<file path="src/rtl/mem_access_unit_pkg.sv">
// Shared CPU pipeline definitions: data/register widths and the memory-stage FSM encoding.
// Also used by the EX/MEM and MEM/WB register blocks.
package mem_access_unit_pkg;

    localparam int CPU_DW = 16;
    localparam int CPU_RW = 4;

    typedef enum logic [1:0] {
        IDLE = 2'd0,
        REQ  = 2'd1,
        WAIT = 2'd2,
        RESP = 2'd3
    } mem_state_e;

    function automatic logic is_memop(input logic valid, input logic mem_read, input logic mem_write);
        return valid & (mem_read | mem_write);
    endfunction

endpackage

</file>
<file path="src/rtl/mem_access_unit_if.sv">
// EX/MEM-side, data-memory and MEM/WB-side signals of the memory stage.
// The slave modport is the memory access unit; the master modport is its environment.
interface mem_access_unit_if #(
    parameter int DW = mem_access_unit_pkg::CPU_DW,
    parameter int RW = mem_access_unit_pkg::CPU_RW
);

    logic          ex_valid;
    logic          ex_mem_read;
    logic          ex_mem_write;
    logic          ex_reg_write;
    logic [DW-1:0] ex_alu_result;
    logic [DW-1:0] ex_rd1;
    logic [RW-1:0] ex_dstReg;
    logic          stall;

    logic          mem_en;
    logic          mem_wr;
    logic [DW-1:0] mem_addr;
    logic [DW-1:0] mem_wdata;
    logic [DW-1:0] mem_rdata;
    logic          mem_data_valid;

    logic          wb_valid;
    logic          wb_reg_write;
    logic [DW-1:0] wb_data;
    logic [RW-1:0] wb_dstReg;
    logic          mem_err;

    modport slave (
        input  ex_valid, ex_mem_read, ex_mem_write, ex_reg_write,
               ex_alu_result, ex_rd1, ex_dstReg, mem_rdata, mem_data_valid,
        output stall, mem_en, mem_wr, mem_addr, mem_wdata,
               wb_valid, wb_reg_write, wb_data, wb_dstReg, mem_err
    );

    modport master (
        output ex_valid, ex_mem_read, ex_mem_write, ex_reg_write,
               ex_alu_result, ex_rd1, ex_dstReg, mem_rdata, mem_data_valid,
        input  stall, mem_en, mem_wr, mem_addr, mem_wdata,
               wb_valid, wb_reg_write, wb_data, wb_dstReg, mem_err
    );

endinterface

</file>
<file path="src/rtl/mem_access_unit_timeout_ctr.sv">
// Memory-access timeout counter: load to 1, increment, flag when TIMEOUT_CYCLES-1 is reached.
// The bound stays below 256, so the 8-bit count never wraps.
module mem_access_unit_timeout_ctr #(
    parameter int TIMEOUT_CYCLES = 15
) (
    input  logic clk,
    input  logic rst,
    input  logic i_load,
    input  logic i_inc,
    output logic o_tc
);

    logic [7:0] r_count;

    // NOTE: clocked state uses non-blocking (<=) so every register samples pre-edge values.
    always_ff @(posedge clk or posedge rst) begin
        if (rst) begin
            r_count <= 8'd0;
        end else if (i_load) begin
            r_count <= 8'd1;
        end else if (i_inc) begin
            r_count <= r_count + 8'd1;
        end
    end

    assign o_tc = (r_count == 8'(TIMEOUT_CYCLES - 1));

endmodule

</file>
<file path="src/rtl/mem_access_unit.sv">
// Memory stage: issues loads/stores to a multi-cycle data memory, stalls upstream while busy,
// drives registered MEM/WB outputs. Optional MEM_ALIGN_CHECK_EN faults odd addresses.
module mem_access_unit
    import mem_access_unit_pkg::*;
#(
    parameter int DW             = CPU_DW,
    parameter int RW             = CPU_RW,
    parameter int TIMEOUT_CYCLES = 15
) (
    input  logic              clk,
    input  logic              rst,
    mem_access_unit_if.slave  bus
);

    mem_state_e    r_state;
    mem_state_e    w_state_nxt;

    logic [DW-1:0] r_addr;
    logic [DW-1:0] r_wdata;
    logic [RW-1:0] r_dst;
    logic          r_reg_write;
    logic          r_load;

    logic          r_wb_valid;
    logic          r_wb_reg_write;
    logic [DW-1:0] r_wb_data;
    logic [RW-1:0] r_wb_dst;
    logic          r_mem_err;

    logic          w_wb_valid_nxt;
    logic          w_wb_reg_write_nxt;
    logic [DW-1:0] w_wb_data_nxt;
    logic [RW-1:0] w_wb_dst_nxt;
    logic          w_mem_err_nxt;

    logic          w_memop;
    logic          w_misaligned;
    logic [DW-1:0] w_addr_in;
    logic          w_capture;
    logic          w_stall;
    logic          w_ctr_load;
    logic          w_ctr_inc;
    logic          w_ctr_tc;

    assign w_memop = is_memop(bus.ex_valid, bus.ex_mem_read, bus.ex_mem_write);

`ifdef MEM_ALIGN_CHECK_EN
    assign w_misaligned = w_memop & bus.ex_alu_result[0];
    assign w_addr_in    = bus.ex_alu_result;
`else
    assign w_misaligned = 1'b0;
    assign w_addr_in    = {bus.ex_alu_result[DW-1:1], 1'b0};
`endif

    mem_access_unit_timeout_ctr #(
        .TIMEOUT_CYCLES(TIMEOUT_CYCLES)
    ) u_timeout_ctr (
        .clk    (clk),
        .rst    (rst),
        .i_load (w_ctr_load),
        .i_inc  (w_ctr_inc),
        .o_tc   (w_ctr_tc)
    );

    always_comb begin
        // NOTE: every signal gets a default first, so no path leaves one unassigned (no latches).
        w_state_nxt        = r_state;
        w_wb_valid_nxt     = 1'b0;
        w_wb_reg_write_nxt = 1'b0;
        w_wb_data_nxt      = r_wb_data;
        w_wb_dst_nxt       = r_wb_dst;
        w_mem_err_nxt      = 1'b0;
        w_capture          = 1'b0;
        w_stall            = 1'b0;
        w_ctr_load         = 1'b0;
        w_ctr_inc          = 1'b0;

        case (r_state)
            IDLE: begin
                if (w_memop) begin
                    w_stall   = 1'b1;
                    w_capture = 1'b1;
                    if (w_misaligned) begin
                        w_state_nxt    = RESP;
                        w_wb_valid_nxt = 1'b1;
                        w_wb_data_nxt  = '0;
                        w_wb_dst_nxt   = bus.ex_dstReg;
                        w_mem_err_nxt  = 1'b1;
                    end else begin
                        w_state_nxt = REQ;
                    end
                end else if (bus.ex_valid) begin
                    w_wb_valid_nxt     = 1'b1;
                    w_wb_reg_write_nxt = bus.ex_reg_write;
                    w_wb_data_nxt      = bus.ex_alu_result;
                    w_wb_dst_nxt       = bus.ex_dstReg;
                end
            end

            REQ, WAIT: begin
                w_stall    = 1'b1;
                w_ctr_load = (r_state == REQ);
                w_ctr_inc  = (r_state == WAIT);
                // A response in the same cycle as the timeout bound still completes normally.
                if (bus.mem_data_valid) begin
                    w_state_nxt        = RESP;
                    w_wb_valid_nxt     = 1'b1;
                    w_wb_dst_nxt       = r_dst;
                    w_wb_reg_write_nxt = r_load & r_reg_write;
                    w_wb_data_nxt      = r_load ? bus.mem_rdata : r_addr;
                end else if (r_state == REQ) begin
                    w_state_nxt = WAIT;
                end else if (w_ctr_tc) begin
                    w_state_nxt    = RESP;
                    w_wb_valid_nxt = 1'b1;
                    w_wb_dst_nxt   = r_dst;
                    w_wb_data_nxt  = '0;
                    w_mem_err_nxt  = 1'b1;
                end
            end

            RESP: begin
                w_state_nxt = IDLE;
            end

            default: begin
                w_state_nxt = IDLE;
            end
        endcase
    end

    always_ff @(posedge clk or posedge rst) begin
        if (rst) begin
            r_state        <= IDLE;
            r_wb_valid     <= 1'b0;
            r_wb_reg_write <= 1'b0;
            r_wb_data      <= '0;
            r_wb_dst       <= '0;
            r_mem_err      <= 1'b0;
        end else begin
            r_state        <= w_state_nxt;
            r_wb_valid     <= w_wb_valid_nxt;
            r_wb_reg_write <= w_wb_reg_write_nxt;
            r_wb_data      <= w_wb_data_nxt;
            r_wb_dst       <= w_wb_dst_nxt;
            r_mem_err      <= w_mem_err_nxt;
        end
    end

    // Holding registers feed the memory request, so they are cleared to keep mem_addr/mem_wdata at 0 after reset.
    always_ff @(posedge clk or posedge rst) begin
        if (rst) begin
            r_addr      <= '0;
            r_wdata     <= '0;
            r_dst       <= '0;
            r_reg_write <= 1'b0;
            r_load      <= 1'b0;
        end else if (w_capture) begin
            r_addr      <= w_addr_in;
            r_wdata     <= bus.ex_rd1;
            r_dst       <= bus.ex_dstReg;
            r_reg_write <= bus.ex_reg_write;
            r_load      <= bus.ex_mem_read;
        end
    end

    assign bus.stall        = w_stall;
    assign bus.mem_en       = (r_state == REQ);
    assign bus.mem_wr       = (r_state == REQ) & ~r_load;
    assign bus.mem_addr     = r_addr;
    assign bus.mem_wdata    = r_wdata;
    assign bus.wb_valid     = r_wb_valid;
    assign bus.wb_reg_write = r_wb_reg_write;
    assign bus.wb_data      = r_wb_data;
    assign bus.wb_dstReg    = r_wb_dst;
    assign bus.mem_err      = r_mem_err;

endmodule
</file>
<file path="src/flat_wrapper.sv">
// flat-port wrapper written by rule: the top's interface ports become plain ports
module mem_access_unit_flat import mem_access_unit_pkg::*;
#(
    parameter int DW             = CPU_DW,
    parameter int RW             = CPU_RW,
    parameter int TIMEOUT_CYCLES = 15
)
  (clk, rst, bus_ex_valid, bus_ex_mem_read, bus_ex_mem_write, bus_ex_reg_write, bus_ex_alu_result, bus_ex_rd1, bus_ex_dstReg, bus_mem_rdata, bus_mem_data_valid, bus_stall, bus_mem_en, bus_mem_wr, bus_mem_addr, bus_mem_wdata, bus_wb_valid, bus_wb_reg_write, bus_wb_data, bus_wb_dstReg, bus_mem_err);
  mem_access_unit_if #(.DW(DW), .RW(RW)) bus_i ();
  input  logic clk;
  input  logic rst;
  input wire logic [$bits(bus_i.ex_valid)-1:0] bus_ex_valid;
  input wire logic [$bits(bus_i.ex_mem_read)-1:0] bus_ex_mem_read;
  input wire logic [$bits(bus_i.ex_mem_write)-1:0] bus_ex_mem_write;
  input wire logic [$bits(bus_i.ex_reg_write)-1:0] bus_ex_reg_write;
  input wire logic [$bits(bus_i.ex_alu_result)-1:0] bus_ex_alu_result;
  input wire logic [$bits(bus_i.ex_rd1)-1:0] bus_ex_rd1;
  input wire logic [$bits(bus_i.ex_dstReg)-1:0] bus_ex_dstReg;
  input wire logic [$bits(bus_i.mem_rdata)-1:0] bus_mem_rdata;
  input wire logic [$bits(bus_i.mem_data_valid)-1:0] bus_mem_data_valid;
  output wire logic [$bits(bus_i.stall)-1:0] bus_stall;
  output wire logic [$bits(bus_i.mem_en)-1:0] bus_mem_en;
  output wire logic [$bits(bus_i.mem_wr)-1:0] bus_mem_wr;
  output wire logic [$bits(bus_i.mem_addr)-1:0] bus_mem_addr;
  output wire logic [$bits(bus_i.mem_wdata)-1:0] bus_mem_wdata;
  output wire logic [$bits(bus_i.wb_valid)-1:0] bus_wb_valid;
  output wire logic [$bits(bus_i.wb_reg_write)-1:0] bus_wb_reg_write;
  output wire logic [$bits(bus_i.wb_data)-1:0] bus_wb_data;
  output wire logic [$bits(bus_i.wb_dstReg)-1:0] bus_wb_dstReg;
  output wire logic [$bits(bus_i.mem_err)-1:0] bus_mem_err;
  assign bus_i.ex_valid = bus_ex_valid;
  assign bus_i.ex_mem_read = bus_ex_mem_read;
  assign bus_i.ex_mem_write = bus_ex_mem_write;
  assign bus_i.ex_reg_write = bus_ex_reg_write;
  assign bus_i.ex_alu_result = bus_ex_alu_result;
  assign bus_i.ex_rd1 = bus_ex_rd1;
  assign bus_i.ex_dstReg = bus_ex_dstReg;
  assign bus_i.mem_rdata = bus_mem_rdata;
  assign bus_i.mem_data_valid = bus_mem_data_valid;
  assign bus_stall = bus_i.stall;
  assign bus_mem_en = bus_i.mem_en;
  assign bus_mem_wr = bus_i.mem_wr;
  assign bus_mem_addr = bus_i.mem_addr;
  assign bus_mem_wdata = bus_i.mem_wdata;
  assign bus_wb_valid = bus_i.wb_valid;
  assign bus_wb_reg_write = bus_i.wb_reg_write;
  assign bus_wb_data = bus_i.wb_data;
  assign bus_wb_dstReg = bus_i.wb_dstReg;
  assign bus_mem_err = bus_i.mem_err;
  mem_access_unit #(.DW(DW), .RW(RW), .TIMEOUT_CYCLES(TIMEOUT_CYCLES)) u_core (.clk(clk), .rst(rst), .bus(bus_i));
endmodule
</file>
<file path="config.mk">
export PLATFORM = sky130hd
export DESIGN_NAME = mem_access_unit_flat
export DESIGN_NICKNAME = d
export VERILOG_FILES = /design/src/rtl/mem_access_unit_pkg.sv /design/src/rtl/mem_access_unit_if.sv /design/src/rtl/mem_access_unit_timeout_ctr.sv /design/src/rtl/mem_access_unit.sv /design/src/flat_wrapper.sv
export SDC_FILE = /design/constraint.sdc
export NUM_CORES = 1
export LEC_CHECK = 0
export CELL_PAD_IN_SITES_DETAIL_PLACEMENT = 1
export CELL_PAD_IN_SITES_GLOBAL_PLACEMENT = 2
export CORE_ASPECT_RATIO = 0.8
export CORE_MARGIN = 3
export CORE_UTILIZATION = 26
export DETAILED_ROUTE_END_ITERATION = 10
export PLACE_DENSITY_LB_ADDON = 0.25
export SYNTH_ARGS = -nofsm -noshare
export SYNTH_HDL_FRONTEND = slang
export SYNTH_SLANG_ARGS = --single-unit
</file>
<file path="constraint.sdc">
create_clock -name clk -period 2.1 [get_ports clk]
set_input_delay 0.315 -clock clk [delete_from_list [all_inputs] [get_ports clk]]
set_output_delay 0.315 -clock clk [all_outputs]
set_load 0.005 [all_outputs]
</file>
-- Word level (Yosys, flattened, before mapping)
Index checks and enable logic that the tools add are counted.
- bits in registers: 70
- output and inout bits: 58
- word-level logic and storage cells: 71
- bits of input ports: 59
- add/sub/neg operators: 1
- bitwise operators: 5
- reductions and logical operators: 6
- eq/ne operators: 10
- multiplexer cells: 37
- operator list (kind ; count):
    $mux 16 ; 6
    $pmux 16 s2 ; 1
    $mux 4 ; 5
    $mux 8 ; 2
    $mux 1 ; 14
    $add 8x1->8 const B ; 1
    $eq 8x4->1 const B ; 1
    $mux 2 ; 4
    $pmux 4 s2 ; 1
    $ne 3x3->1 const B ; 2
    $pmux 1 s2 ; 3
    $pmux 2 s3 ; 1
    $reduce_and 5->1 ; 1
    $eq 2x2->1 const B ; 2
    $ne 2x2->1 const B ; 2
    $ne 4x4->1 const B ; 1
    $reduce_bool 2->1 ; 2
    $and 1x1->1 ; 3
    $eq 2x1->1 const B ; 1
    $logic_not 2->1 ; 1
    $ne 2x1->1 const B ; 1
    $reduce_and 2->1 ; 1
    $reduce_or 2->1 ; 1
    $not 1->1 ; 1
    $or 1x1->1 ; 1

-- Longest topological paths before layout
Gate-level depths: netlist of the first run.
- depth after elaboration: 5
- gate-level depth with buffers: 7

-- Cells and area by module
From an unflattened synthesis of the first run, not the netlist that was laid out.
- cells, all modules: 276
- area, all modules: 3375.7 µm²
- by module, submodules not included (module ; times used ; cells each ; sequential area each (µm²) ; area each (µm²)):
    mem_access_unit ; 1 ; 234 ; 1551.5 ; 2946.6
    mem_access_unit_timeout_ctr ; 1 ; 42 ; 200.2 ; 429.2

-- Least setup slack after synthesis of the first run
No wires, ideal clock.
- path type: register to register
- start point: register u_core.u_timeout_ctr.r_count[0]
- end point: register u_core.r_wb_data[0] (netlist: u_core.bus.wb_data[0])
- slack: 158 ps
- data arrival time: 1817 ps
- path buffers: 1
- library setup time: 125 ps
- period minus slack after synthesis: 1942 ps
- stages on the path, launching flop included: 8
- cell sequence: dfrtp_1 -> inv_1 -> ha_1 -> or4b_4 -> nor3_4 -> o311ai_2 -> buf_6 -> mux2_4
- cells in the longest elaborated chain, start to end: 3
- ends and longest elaborated chain (what ; line ; RTL):
    start: declaration ; mem_access_unit_timeout_ctr.sv:13 ; logic [7:0] r_count;
    start signal: assignment ; mem_access_unit_timeout_ctr.sv:22 ; r_count <= r_count + 8'd1;
    $eq 8x4->1 ; mem_access_unit_timeout_ctr.sv:26 ; assign o_tc = (r_count == 8'(TIMEOUT_CYCLES - 1));
    $ne 3x3->1 (no line) ; n/a ;
    $reduce_and 5->1 (no line) ; n/a ;
    end signal: assignment ; mem_access_unit.sv:144 ; r_wb_data <= w_wb_data_nxt;
    end: declaration ; mem_access_unit.sv:26 ; logic [DW-1:0] r_wb_data;
Every way passes these cells.
A chain may end at the register's enable or synchronous reset.

-- Worst setup path in the final report of the first run
- start point: register u_core.u_timeout_ctr.r_count[0]
- end point: register u_core.r_wb_data[6] (netlist: u_core.bus.wb_data[6])
Same word-level chain as after synthesis.

==> summary.md, run 1 <==
| Metric | Value |
|---|---|
| Final worst path period need | slightly above 2 ns |
| # diodes | 0 |
| Io pins | around 120 |
| Pre-Repair DR Iteration Count | 4 |
| Initial DRC count | 87 |
| Largest net degree at the start of global routing | 71 |
| Die width | 133 µm |
| Syn Nets | 345 |
| CP startpoint kind | flip-flop |
| # nets final | approximately 480 |
| Met1 Usage GRT | roughly 18% |
| Initial antenna violation count | 0 |
| Total track usage | between 10% and 20% |
| Main combinational cell family by area after synthesis | multiplexers |
| Global Route met3 Usage | approximately 6.4% |
| Critical Path AT | about 2.3 ns |
| Layout Cells excl Fill | a little under 600 |
| Clock Tree Buf Depth | 2 |
| H-Tree Level Count | 3 |
| Vias per cell | 4.47 |
| Post-place setup slack | -0.0404 ns |
| Worst Hold Class | input port to async pin |
| Vias in the first global route | 2912 |
| Wirelength per Cell | ~17 µm |
| Adder-cell share of the synthesized area | under 10% |
| Num rows | 36 |
| Grt ovf | 0 |
| Antenna viol nets, final | 0 |
| Cell variety after synth | 35 |
| Simple-Gate Fraction of Synth Area | ~7% |
| Area Growth Syn to Fin | 53.7% |
| TritonCTS Buffers | 9 |
| Share of cells above drive strength 1 | 22.6% |
| Root Buffer | clkbuf_16 |
| RD Place Congestion | ~0.76 |
| PD cells | roughly 1600 nW/µm² |
| Sequential area share after synthesis | ~52% |
| Synth Instances | ~280 |
| CP Class | flip-flop to flip-flop |
| Vias post-DR | around 2600 |
| Most frequent cells in the layout | clkdlybuf4s50_1, dfrtp_1, mux2_2, nand2_1 |
| Final WL | slightly below 10 mm |
| CP Data Required Time | about 2.3 ns |
| Flops & latches, synth | 70 |
| Core box area | around 12000 µm² |
| Reg clk slew, reported paths | 0.06 ns |
| Static leakage | between 0.002 and 0.0025 µW |
| Setup TNS | 0 ns |
| Met2 GRT Util | between 20% and 30% |
| Status | finished clean |
| Starting density of the core | a little over a quarter |
| Final Max Slew Viols | 0 |
| Final Hold Vio Count | 0 |
| Clock Skew | 0.00563 ns |
| Post-synthesis mux area share | between 20% and 30% |
| Peak supply drop | 543 µV |
| Clock Latency Late Sink | 0.33 ns |
| DPL Wire Length | around 7.1 mm |
| First-pass GRT wire length | between 15 and 20 mm |
| Post-synth design cell area | roughly 3300 µm² |
| Post-synthesis xor/xnor area fraction | less than 1% |
| Finish-stage setup viols | 0 |
| RSZ-0062 raised after global routing | yes |
| Tcrit/Tclk final | between 90 and 100% |
| Crit. Startpoint | u_core.u_timeout_ctr.r_count[0] |
| Top Usage Layer GRT | met2 |
| CTS tree | done |
| Crit path max fanout | 16 |
| Type of element capturing the critical path | flip-flop |
| Worst R2R Start | u_core.u_timeout_ctr.r_count[0] |
| Synth Area in Compound Gates | 9.60% |
| Commonest non-fill, non-tap cell in the layout | clkdlybuf4s50_1 |
| Port Buffers | 115 |
| Hold WS | 0.410 ns |
| Clock Sinks | 70 |
| Final setup margin | about 0.043 ns |
| Worst Reg-to-Reg Cells | 7 |
| Maximum clock rate | between 400 and 500 MHz |
| Die ar. | approximately 14000 µm² |
| # fillers | roughly 1300 |
| Post-route DRC | 0 |
| Synth warn | 0 |
| Placed insts | between 500 and 600 |
| Die Ht | 108 µm |
| Avg Cell Area, Syn | approximately 12 µm² |
| Max-cap viol count | 0 |
-- logic make-up after synthesis --
logic type                 after synthesis
xor gates and xnor gates                 2
DFF                                     70
and+or+nand+nor                         47
adders and majority gates                7
buffers and inverters                   36
AOI/OAI and AO/OA                       52
muxes                                   64
other                                    1
-- what timing repair did --
action                     CTS  global route
hold buffers                 0             0
setup endpoints to repair   23            21
gates resized for setup      9             1
setup buffers                1             2
-- report_power, final --
| group | internal, µW | total, µW | leakage (µW) | switching, µW |
|---|---|---|---|---|
| sequential | 1980 | 2380 | 0.000866 | 399 |
| combinational | 2680 | 4460 | 0.00131 | 1780 |
| clock | 862 | 1450 | 0.000138 | 592 |
| total | 5520 | 8290 | 0.00231 | 2770 |
-- cells in the mapped netlist --
cell        n  area share [%]
buf_1       1            0.11
ha_1        7             2.6
nor2b_1     3            0.56
o2bb2ai_1   2            0.52
o21bai_1    1            0.22
mux2_4     20             9.0
and3_1      4            0.75
a32o_1      1            0.30
mux2_2     28             9.4
o22ai_1    14             2.6
nor3_4      1            0.49
nand3_1     2            0.30
buf_4       1            0.22
conb_1      1            0.11
o311ai_2    1            0.49
nor3_1      2            0.30
o41ai_1     1            0.26
clkbuf_1    8            0.90
dfrtp_1    70              52
o31ai_1     2            0.45
inv_1      21             2.4
buf_2       3            0.45
buf_6       2            0.67
nand2b_1    1            0.19
or4b_4      1            0.41
o211ai_1    1            0.22
a31oi_1     2            0.37
nand4_1     4            0.75
nor2_1      6            0.67
nand2_1    23             2.6
a22o_1      1            0.26
a21oi_1     6            0.90
o21ai_0    20             3.0
xor2_1      2            0.52
mux2i_1    16             4.8
-- registers in the layout, summed over array words and instances, names as in the netlist --
name and cells:
u_core.bus.mem_addr 15, u_core.bus.mem_err 1, u_core.bus.mem_wdata 16, u_core.bus.wb_data 16
u_core.bus.wb_dstReg 4, u_core.bus.wb_reg_write 1, u_core.bus.wb_valid 1, u_core.r_dst 4
u_core.r_load 1, u_core.r_reg_write 1, u_core.r_state 2, u_core.u_timeout_ctr.r_count 8
-- critical path, stage by stage (launching register included) --
cell and delay (ns):
dfrtp_1 0.38, inv_1 0.06, ha_1 0.14, or4b_4 0.48
nor3_4 0.24, o311ai_4 0.13, buf_12 0.20, mux2_4 0.31
-- final timing paths --
path	to	slack [ns]
min in group clk	u_core.r_dst[1]	0.50
setup / recovery	u_core.bus.wb_data[6]	0.04
hold / removal	u_core.bus.mem_wdata[10]	0.41
hold reg to reg	u_core.r_dst[1]	0.50
max in group asynchronous	u_core.bus.mem_addr[9]	1.38
setup reg to reg	u_core.bus.wb_data[6]	0.04
-- area by class of cell --
cell class | count | area (µm²) | area share [%]
well taps | 171 | 214 | 4.16
repair buffers | 136 | 1350 | 26.3
clock buffers | 11 | 253 | 4.91
clock inverters | 5 | 33.8 | 0.656
flip-flops and latches | 70 | 1750 | 34.0
inverters | 21 | 78.8 | 1.53
multi-input cells | 173 | 1470 | 28.5
-- per-layer routing --
metal  part of all wire, %  up-vias
met1                    47     1302
met3                   7.0        8
met4                   1.1        0
li1                      -     1248
met5                     0        -
met2                    45       64
-- metrics by stage --
step	power, µW	util (%)	cell area (µm²)
after floorplan	4760	-	3350
after global placement	6740	38.9	4820
after detailed placement	6850	38.9	4820
after CTS	8420	41.4	5130
after global routing	8890	41.6	5150
final	8290	41.6	5150
Power figures use the tool's default switching activity.
==> inputs of run 2 (changes only) <==
--- a/config.mk
+++ b/config.mk
@@ -9,7 +9,8 @@
 export CELL_PAD_IN_SITES_GLOBAL_PLACEMENT = 2
 export CORE_ASPECT_RATIO = 0.8
 export CORE_MARGIN = 3
-export CORE_UTILIZATION = 26
+export CORE_UTILIZATION = 31
+export CTS_BUF_LIST = sky130_fd_sc_hd__clkbuf_8
 export DETAILED_ROUTE_END_ITERATION = 10
 export PLACE_DENSITY_LB_ADDON = 0.25
 export SYNTH_ARGS = -nofsm -noshare
==> constraint.sdc (replaced) <==
create_clock -name clk -period 2.6 [get_ports clk]
set_input_delay 0.39 -clock clk [delete_from_list [all_inputs] [get_ports clk]]
set_output_delay 0.39 -clock clk [all_outputs]
set_load 0.005 [all_outputs]
==> summary.md, run 2 (synthesized netlist as in run 1, its figures left out) <==
| Metric | Value |
|---|---|
| Status | finished clean |
| CP Class | flip-flop to primary output |
| Vias per cell | between 4 and 5 |
| # diodes | 0 |
| Type of element capturing the critical path | primary output |
| Layout Cells excl Fill | about 550 |
| Post-place setup slack | roughly 0.27 ns |
| Clock power share | around 14% |
| # nets final | roughly 470 |
| H-Tree Level Count | 3 |
| Gate power share | between 50% and 60% |
| Slew @ Worst Pin | 0.571 ns |
| Peak supply drop | between 500 and 600 µV |
| Cell Int Power | 4010 µW |
| Area of the multi-input gates | 1450 µm² |
| Clock Skew | just under 0.009 ns |
| Final Max Slew Viols | 0 |
| Total track usage | about 16% |
| Worst Hold Class | input port to async pin |
| Max-cap viol count | 0 |
| Final setup margin | 0.123 ns |
| Hold_buf cts | 0 |
| CTS tree | done |
| Crit path max fanout | 6 |
| Setup slack, reg-to-reg | ~0.37 ns |
| CP Data Required Time | 2.21 ns |
| Initial DRC count | 68 |
| Port Buffers | around 120 |
| Maximum clock rate | about 400 MHz |
| Clock Latency Late Sink | roughly 0.34 ns |
| Num rows | 33 |
| Antenna viol nets, final | 0 |
| TritonCTS Buffers | 9 |
| # fillers | approximately 1100 |
| Pre-Repair DR Iteration Count | 4 |
| DPL Wire Length | 6.57 mm |
| Grt ovf | 0 |
| Hold WS | 0.420 ns |
| Worst R2R Start | u_core.u_timeout_ctr.r_count[0] |
| Core box area | roughly 10000 µm² |
| Clock Sinks | 70 |
| Die ar. | roughly 12000 µm² |
| Slew Limit Headroom | 61.9% |
| Initial antenna violation count | 0 |
| Finish-stage setup viols | 0 |
| Vias in the first global route | around 2900 |
| Final WL | between 9 and 10 mm |
| Die width | 122 µm |
| Sequential power share | between 30% and 40% |
| Most frequent cells in the layout | clkdlybuf4s50_1, dfrtp_1, mux2_2, nand2_1 |
| Flip-flop and latch area | 1750 µm² |
| Reg clk slew, reported paths | roughly 0.080 ns |
| Placed insts | 531 |
| Io pins | between 100 and 150 |
| Post-route DRC | 0 |
| Clock Tree Buf Depth | 2 |
| Reg-to-Reg End | u_core.bus.wb_data[2] |
| RD Place Congestion | approximately 0.75 |
| Critical Path AT | roughly 2.1 ns |
| Largest net degree at the start of global routing | 39 |
| Root Buffer | clkbuf_8 |
| Area Growth Syn to Fin | 46.2% |
| Psw | between 2000 and 2500 µW |
| First-pass GRT wire length | about 15 mm |
| Sw Ratio | a little over a third |
| Starting density of the core | between 30% and 40% |
| Final worst path period need | around 2.5 ns |
| Setup TNS | 0 ns |
| Final Hold Vio Count | 0 |
| Commonest non-fill, non-tap cell in the layout | clkdlybuf4s50_1 |
| CP startpoint kind | flip-flop |
| Vias post-DR | 2583 |
| Wirelength per Cell | ~17 µm |
| Static leakage | around 0.0022 µW |
| Tcrit/Tclk final | 95.3% |
| PD cells | 1260 nW/µm² |
| Share of cells above drive strength 1 | about a fifth |
| Die Ht | between 90 and 100 µm |
| Worst Reg-to-Reg Cells | 7 |
-- run 2: cell count changes in the layout (fill, tap and decap cells not counted), moves of 2 or more --
| cell | delta |
|---|---|
| buf_12 | -2 |
| buf_4 | -5 |
| clkbuf_16 | -9 |
| clkbuf_8 | +7 |
| clkdlybuf4s50_1 | +2 |
| dlygate4sd2_1 | -2 |
| inv_1 | +3 |
| inv_2 | -3 |
-- run 2: worst max-delay path by stage --
stage / startpoint / to / slack, ns / depth (start not counted)
2_1_floorplan: rst / u_core.bus.mem_addr[10] / 0.44 / 1
3_3_place_gp: bus_ex_valid / bus_stall / 0.34 / 4
3_5_place_dp: bus_ex_valid / bus_stall / 0.27 / 4
4_1_cts: u_core.r_state[1] / bus_stall / 0.05 / 5
5_1_grt: u_core.r_state[1] / bus_stall / -0.02 / 5
6_report: u_core.r_state[0] / bus_stall / 0.12 / 5
-- run 2: critical path, stage by stage, from the launching register on --
cell and delay [ns]:
dfrtp_1 0.42, inv_1 0.14, ha_2 0.25, o211ai_1 0.20
a21oi_1 0.22, clkdlybuf4s50_1 0.53
-- run 2: area by class of cell --
class / instances / share of cell area [%]
Clock buffer: 9 / 2.53
Multi-Input combinational cell: 173 / 29.7
Timing Repair Buffer: 128 / 25.8
Clock inverter: 5 / 1.07
Sequential cell: 70 / 35.8
Inverter: 21 / 1.61
Tap cell: 140 / 3.58
-- run 2: per-layer routing --
layer	up-vias	global-route usage (%)	routed length, µm
met5	-	0	0
met3	7	6.48	726
li1	1229	-	-
met2	76	24.1	4200
met1	1271	20.5	4300
met4	0	4.65	78
-- run 2: metrics by stage --
step	instance area [µm²]	util (%)	power, µW
5_1_grt	4900	47.1	6600
3_5_place_dp	4710	45.3	5340
3_3_place_gp	4710	45.3	5260
6_report	4900	47.1	6150
4_1_cts	4890	47.0	6220
2_1_floorplan	3350	-	3840
-- run 2: power groups by stage --
stage | logic (µW) | clock network [µW] | registers [µW]
6_report | 3390 | 841 | 1920
4_1_cts | 3410 | 876 | 1930
3_5_place_dp | 3400 | 0 | 1940
3_3_place_gp | 3350 | 0 | 1910
5_1_grt | 3680 | 926 | 2000
2_1_floorplan | 1930 | 0 | 1910
-- run 2: timing repair --
action,in CTS,in global routing
endpoints found under the setup margin,0,1
setup buffers,0,1
gates resized for setup,0,1
==> inputs of run 3 (changes only) <==
--- a/config.mk
+++ b/config.mk
@@ -7,11 +7,11 @@
 export LEC_CHECK = 0
 export CELL_PAD_IN_SITES_DETAIL_PLACEMENT = 1
 export CELL_PAD_IN_SITES_GLOBAL_PLACEMENT = 2
-export CORE_ASPECT_RATIO = 0.8
 export CORE_MARGIN = 3
-export CORE_UTILIZATION = 31
+export CORE_UTILIZATION = 44
 export CTS_BUF_LIST = sky130_fd_sc_hd__clkbuf_8
 export DETAILED_ROUTE_END_ITERATION = 10
+export DONT_BUFFER_PORTS = 1
 export PLACE_DENSITY_LB_ADDON = 0.25
 export SYNTH_ARGS = -nofsm -noshare
 export SYNTH_HDL_FRONTEND = slang
==> summary.md, run 3 (synthesized netlist as in run 1, its figures left out) <==
| Metric | Value |
|---|---|
| Status | finished clean |
| Root Buffer | clkbuf_8 |
| Die Ht | 93.3 µm |
| Io pins | 117 |
| Total track usage | roughly a fifth |
| Pre-Repair DR Iteration Count | 4 |
| Initial antenna violation count | 0 |
| Critical path cell sequence | inv_1 > ha_1 > o211ai_1 > buf_12 > a21oi_1 |
| Maximum clock rate | 428 MHz |
| CP Data Required Time | roughly 2.2 ns |
| Total Power | about 5400 µW |
| Crit path max fanout | 50 |
| First-pass GRT wire length | 12.7 mm |
| TritonCTS Buffers | 9 |
| Vias post-DR | between 2000 and 2500 |
| CP max stage cell | dfrtp_1 |
| Die width | a little over 90 µm |
| Setup TNS | 0 ns |
| Post-route DRC | 0 |
| Clock Latency Late Sink | 0.35 ns |
| RD Place Congestion | 0.780 |
| Num rows | 31 |
| Max-cap viol count | 0 |
| CTS tree | done |
| Setup slack, reg-to-reg | around 0.4 ns |
| Static leakage | about 0.0018 µW |
| Core box area | between 7000 and 8000 µm² |
| Gate power share | 43.0% |
| Finish-stage setup viols | 0 |
| H-Tree Level Count | 3 |
| Slew @ Worst Pin | about 0.74 ns |
| # fillers | approximately 770 |
| Psw | 1970 µW |
| Grt ovf | 0 |
| Most frequent cells in the layout | dfrtp_1, mux2_2, nand2_1 |
| CP delay by family, top | compound AO/OA/AOI/OAI gates |
| Sw Ratio | between 30% and 40% |
| RSZ-0062 raised after global routing | no |
| Post-CTS Setup Bufs | 0 |
| Critical Path AT | between 1.5 and 2 ns |
| Initial DRC count | 90 |
| Reg clk slew, reported paths | 0.08 ns |
| CP Class | flip-flop to primary output |
| Commonest non-fill, non-tap cell in the layout | dfrtp_1 |
| Slew Limit Headroom | between 50% and 60% |
| Area Growth Syn to Fin | 11.1% |
| Die ar. | about 8700 µm² |
| Cell Int Power | 3410 µW |
| Largest net degree at the start of global routing | 51 |
| Worst Reg-to-Reg Cells | 7 |
| Share of cells above drive strength 1 | between 20% and 30% |
| Critical path's largest stage delay | roughly 0.40 ns |
| Vias in the first global route | 2446 |
| Hold_buf cts | 0 |
| PD cells | 1450 nW/µm² |
| Clock Skew | roughly 0.0062 ns |
| Final Max Slew Viols | 0 |
| Final worst path period need | ~2.3 ns |
| Final Hold Vio Count | 0 |
| Wirelength per Cell | roughly 20 µm |
| Tcrit/Tclk final | between 80% and 90% |
| Final WL | approximately 7.9 mm |
| # diodes | 0 |
| Antenna viol nets, final | 0 |
| Peak supply drop | approximately 570 µV |
| Hold WS | between 0.04 and 0.05 ns |
| Worst Hold Class | input port to async pin |
| Post-CTS sizing | 0 |
| Critical path depth in cells | 5 |
| # nets final | 349 |
| Clock Sinks | 70 |
| Port Buffers | 0 |
| CP startpoint kind | flip-flop |
| DPL Wire Length | about 5.5 mm |
| Sequential power share | 38.2% |
| Vias per cell | roughly 5.7 |
| Clock Tree Buf Depth | 2 |
| Starting density of the core | between 40 and 50% |
| Crit path buf inv count | 2 |
| Clock power share | about a fifth |
| Type of element capturing the critical path | primary output |
## run 3: changes by cell type in the layout (fill, tap and decap cells not counted)
cell and change:
clkbuf_8 +2, clkdlybuf4s50_1 -115, clkinv_2 -2, bufinv_16 +1
clkinv_4 +1, buf_4 -6, ha_2 -1, buf_12 +1
ha_1 +1
## run 3: through the flow
| step | util, % | instances | setup WS (ns) | area [µm²] |
|---|---|---|---|---|
| floorplan | - | 279 | 0.442 | 3350 |
| global placement | 47.6 | 371 | 0.469 | 3490 |
| detailed placement | 47.6 | 371 | 0.432 | 3490 |
| CTS | 50.8 | 387 | 0.234 | 3720 |
| global route | 50.8 | 387 | 0.0998 | 3720 |
| finish | 50.8 | 387 | 0.266 | 3720 |
## run 3: final timing paths
kind	end	startpoint
min in group clk	u_core.bus.wb_reg_write	bus_ex_reg_write
min	u_core.bus.wb_data[8]	rst
min reg2reg	u_core.r_dst[2]	u_core.r_dst[2]
max reg2reg	u_core.bus.wb_data[5]	u_core.u_timeout_ctr.r_count[0]
max in group asynchronous	u_core.bus.mem_addr[3]	rst
max	bus_stall	u_core.r_state[1]
## run 3: power groups by stage
| stage | logic [µW] | clock network (µW) | registers [µW] |
|---|---|---|---|
| after floorplan | 1930 | 0 | 1910 |
| after global placement | 2260 | 0 | 2070 |
| after detailed placement | 2330 | 0 | 2090 |
| after CTS | 2350 | 1050 | 2070 |
| after global routing | 2550 | 1090 | 2140 |
| final | 2310 | 1010 | 2060 |
## run 3: routing by layer
layer	global-route usage [%]	routed length (µm)	part of all wire, %	vias to the layer above
li1	-	-	-	993
met1	22.5	3130	40	1108
met2	30.9	3880	49	92
met3	9.81	817	10	9
met4	5.13	91	1.1	0
met5	0	0	0	-
## run 3: area by class of cell
class                           instances  area [µm²]  area share (%)
Inverter                               21        78.8            2.12
Tap cell                               99         124            3.33
Timing Repair Buffer                    8        85.1            2.29
Clock inverter                          5        81.3            2.18
Multi-Input combinational cell        173        1450            39.0
Sequential cell                        70        1750            47.1
Clock buffer                           11         151            4.07
